$ cat src/rtl/seq4_controller.sv
// seq4_controller: four-state sequencer with per-state programmable dwell.
// Each state Sn is held for dwell[n]+1 cycles of run=1, then the sequence
// advances forward (S0->S1->S2->S3->S0) or in reverse (S0->S3->S2->S1->S0)
// depending on dir at the moment of the transition. The block has no
// valid/ready handshake: cfg_we is a plain write strobe accepted on every
// edge, and step/wrap are unqualified one-cycle pulses.
module seq4_controller #(
  parameter int CNT_W = 8
) (
  input  logic             clk,
  input  logic             reset,
  input  logic             run,
  input  logic             dir,
  input  logic             clear,
  input  logic             cfg_we,
  input  logic [1:0]       cfg_addr,
  input  logic [CNT_W-1:0] cfg_data,
  output logic [1:0]       state,
  output logic [3:0]       state_oh,
  output logic             step,
  output logic             wrap
);

  typedef enum logic [1:0] {
    S0 = 2'b00,
    S1 = 2'b01,
    S2 = 2'b10,
    S3 = 2'b11
  } state_t;

  state_t           state_q, state_d;
  state_t           succ;
  logic [CNT_W-1:0] cnt_q, cnt_d;
  logic             step_q, step_d;
  logic             wrap_q, wrap_d;
  logic [CNT_W-1:0] dwell_q [4];
  logic [CNT_W-1:0] dwell_cur;
  logic             dwell_done;

  // Dwell of the current state; a write on this edge is only seen next cycle.
  always_comb begin
    dwell_cur  = dwell_q[state_q];
    // >= rather than == so lowering dwell below cnt mid-state still exits.
    dwell_done = (cnt_q >= dwell_cur);
  end

  // Successor state; dir only matters on the edge that actually transitions.
  always_comb begin
    succ = S0;
    unique case (state_q)
      S0: succ = dir ? S3 : S1;
      S1: succ = dir ? S0 : S2;
      S2: succ = dir ? S1 : S3;
      S3: succ = dir ? S2 : S0;
    endcase
  end

  // Next-state logic: clear beats counting/transition; pulses default low.
  always_comb begin
    state_d = state_q;
    cnt_d   = cnt_q;
    step_d  = 1'b0;
    wrap_d  = 1'b0;
    if (clear) begin
      state_d = S0;
      cnt_d   = '0;
    end else if (run) begin
      if (dwell_done) begin
        state_d = succ;
        cnt_d   = '0;
        step_d  = 1'b1;
        wrap_d  = dir ? (state_q == S0) : (state_q == S3);
      end else begin
        // cnt < dwell here, so the increment can never overflow.
        cnt_d = cnt_q + CNT_W'(1);
      end
    end
  end

  // State, counter and pulse registers.
  always_ff @(posedge clk) begin
    if (reset) begin
      state_q <= S0;
      cnt_q   <= '0;
      step_q  <= 1'b0;
      wrap_q  <= 1'b0;
    end else begin
      state_q <= state_d;
      cnt_q   <= cnt_d;
      step_q  <= step_d;
      wrap_q  <= wrap_d;
    end
  end

  // Dwell register file; writes proceed even while clear is asserted.
  always_ff @(posedge clk) begin
    if (reset) begin
      for (int i = 0; i < 4; i++) dwell_q[i] <= '0;
    end else if (cfg_we) begin
      dwell_q[cfg_addr] <= cfg_data;
    end
  end

  // Output decode from the registered state.
  always_comb begin
    state_oh          = 4'b0000;
    state_oh[state_q] = 1'b1;
    state             = state_q;
    step              = step_q;
    wrap              = wrap_q;
  end

endmodule
$ cat config.mk
export PLATFORM = sky130hd
export DESIGN_NAME = seq4_controller
export DESIGN_NICKNAME = d
export VERILOG_FILES = /design/src/rtl/seq4_controller.sv
export SDC_FILE = /design/constraint.sdc
export NUM_CORES = 1
export LEC_CHECK = 0
export ABC_AREA = 1
export CORE_MARGIN = 4
export CORE_UTILIZATION = 58
export CTS_BUF_LIST = sky130_fd_sc_hd__clkbuf_4
export DETAILED_ROUTE_END_ITERATION = 10
export PLACE_DENSITY_LB_ADDON = 0.15
export SYNTH_ARGS = -nofsm -noshare
export SYNTH_HDL_FRONTEND = slang
export SYNTH_SLANG_ARGS = --single-unit
$ cat constraint.sdc
create_clock -name clk -period 2.2 [get_ports clk]
set_input_delay 0.44 -clock clk [delete_from_list [all_inputs] [get_ports clk]]
set_output_delay 0.44 -clock clk [all_outputs]
set_load 0.05 [all_outputs]
==> results.cfg <==
[status]
status = completed

[finish]
seqCellArea_mm2 = 0.00124
n_fill_cell = 295
multi_input_area_um2 = 868
syn2layout_area_growth_pct = 17.4
fin_nets = 300
final_core_utilization = 0.714
n_antenna_cell = 0
drive_gt1_frac = 0.130
finalInstanceArea_mm2 = 0.00265

[sta]
fin_tns_setup_ps = 0
slew_headroom = 0.657
drv_slew = 0
setup_viol = 0
tightest_slew_ps = 512
whs_ps = 542
rsz0062_at_grt = no
fin_skew_ps = 15.6
timing.fmax_ghz = 0.473
hold_viol_final = 0
period_needed_ps = 2110
finalCritPeriodShare = 0.961

[yosys]
synth_cell_type_count = 29
synth_cells = 241
netlist_area_mm2 = 0.00226
syn_nets = 266
synth_warnings = 0
ys_ff_latch = 46
synth-seq-area-share = 0.549
syn_avg_cell_area_um2 = 9.38

[detailed_routing]
dr.pass1.iters = 4
post-route-drc-count = 0
vias = 1658
ant_nets = 0
drt_iter0_drc = 101
avgRoutedWirePerCell_um = 12.7
via_per_inst = 5.12
routed_wl_mm = 4.11

[pwr]
power_uw = 1590
p_clk_frac = 0.282
leakagePower_uw = 0.00115
p_seq_frac = 0.623
p_sw_uw = 411
ir_worst_vdd_mv = 0.484
p_int_uw = 1180
p_per_area_mw_per_mm2 = 599
p_comb_frac = 0.095
swShare = 0.259

[cts]
clockBufferDepth = 2
clk_pin_slew_ps = 160
root_buffer = clkbuf_4
insertion_delay_ps = 380
cts_tree = yes
cts_buffers = 5
hold_buffers = 0
clock_sinks = 46
htreeDepth = 2

[grt]
grt-ovfl-total = 0
antenna_found_initial = 0
grt_pass1_vias = 1516
track_usage = 0.179
grt_max_degree = 18
use_met1 = 0.241
grt_pass1_wl_mm = 6.97
grt_most_used_layer = met2
grt_util_met3 = 0.0489
use_met2 = 0.288

[flow_run]
drv_cap = 0

[placed_design]
gp_congestion = 0.792
dpl.hpwl_mm = 3.06
dpl_cell_area_mm2 = 0.00257
io_buffer_count = 23

[critical_path]
critPathMaxStageDelay_ps = 850
crit_chain = clkdlybuf4s50_1
setup.worst_path.start = state[0]$_SDFFE_PP0P_
start_kind = flip-flop
cp.arrival_ps = 1670
worst-path-max-fanout = 6
cp_slowest_cell = clkdlybuf4s50_1
crit_required_ps = 1760
crit_buf_inv = 1
path_delay_family = buffers and inverters
cp-end-kind = output pin
crit_type = reg2out

[floorplanning]
die_x_um = 70.4
die-area_mm2 = 0.00496
die_h_um = 70.4
core.rowCount = 22
io_pins = 24
coreArea_mm2 = 0.00372
start_util = 0.608

[worst_hold_path]
hp-class = reg2reg
hold_path.startpoint = cnt_q[7]$_SDFFE_PP0P_
cells in the final DEF (no fill, tap or decap), types with 7 or more instances in the layout:
cell              n
a21oi_1           9
a32o_1            7
buf_4             9
clkdlybuf4s50_1  19
dfxtp_1          13
edfxtp_1         32
ha_1              9
inv_1            25
nand2_1          47
nor2_1           45
nor3_1            8
per-layer routing:
metal | routed length, µm | vias up
li1 | - | 858
met1 | 1900 | 763
met2 | 2000 | 31
met3 | 163 | 6
met4 | 48 | 0
met5 | 0 | -
power groups by stage:
stage,clock network [µW],registers (µW),logic [µW]
floorplan,0,1000,89.5
global route,489,995,169
detailed placement,0,1010,149
finish,449,990,151
global placement,0,1010,146
CTS,456,990,151
kinds of logic (layout without fill, tap and decap cells):
| logic type | Yosys count | in the layout | synth area share |
|---|---|---|---|
| compound gates | 25 | 25 | 0.0764 |
| xor+xnor | 7 | 7 | 0.0271 |
| simple gates | 118 | 118 | 0.231 |
| buf+inv | 36 | 71 | 0.0670 |
| flops | 46 | 46 | 0.549 |
| fa+ha+maj | 9 | 9 | 0.0498 |
final timing paths:
path / slack (ps) / cells after the start / to
max: 90 / 1 / state[0]
min: 540 / 3 / cnt_q[7]$_SDFFE_PP0P_
max reg2reg: 210 / 13 / flip-flop
min reg2reg: 540 / 3 / cnt_q[7]$_SDFFE_PP0P_
synth_stat cells (all sizes together):
cell type	instances	area [µm²]
nand2	53	224
nor2	49	204
edfxtp	32	961
inv	29	109
dfxtp	14	280
a21oi	9	45.0
ha	9	113
nor3	9	50.1
a32o	7	70.1
buf	6	38.8
o21ai	5	25.0
xor2	5	43.8
nand3	4	25.0
nand4	3	18.8
xnor2	2	17.5
a21o	1	7.51
clkinv	1	3.75
o21bai	1	11.3
o22ai	1	6.26
o31ai	1	7.51
metrics by stage:
| step | setup WS, ps | std cells |
|---|---|---|
| after floorplan | 311 | 241 |
| after global placement | 255 | 314 |
| after detailed placement | 191 | 314 |
| after CTS | 67.1 | 322 |
| after global routing | 19.0 | 324 |
| final | 86.5 | 324 |
flip-flops by register name, summed over array words and instances, names as in the netlist, named ones only:
signal   cells
dwell_q     32
cnt_q        8
state        2
step         1
wrap         1
layout make-up:
| class | instances | share of cell area |
|---|---|---|
| Sequential cell | 46 | 0.468 |
| Multi-Input combinational cell | 159 | 0.327 |
| Timing Repair Buffer | 32 | 0.110 |
| Inverter | 30 | 0.0438 |
| Tap cell | 48 | 0.0226 |
| Clock buffer | 5 | 0.0141 |
| Clock inverter | 3 | 0.0108 |
| Timing Repair inverter | 1 | 0.00283 |
what timing repair did:
item / CTS / global route
endpoints found under the setup margin: 4 / 11
gates cloned: 0 / 1
setup buffers: 0 / 1
resized for setup: 4 / 3
Note: power is estimated with default switching activity, not from simulation.
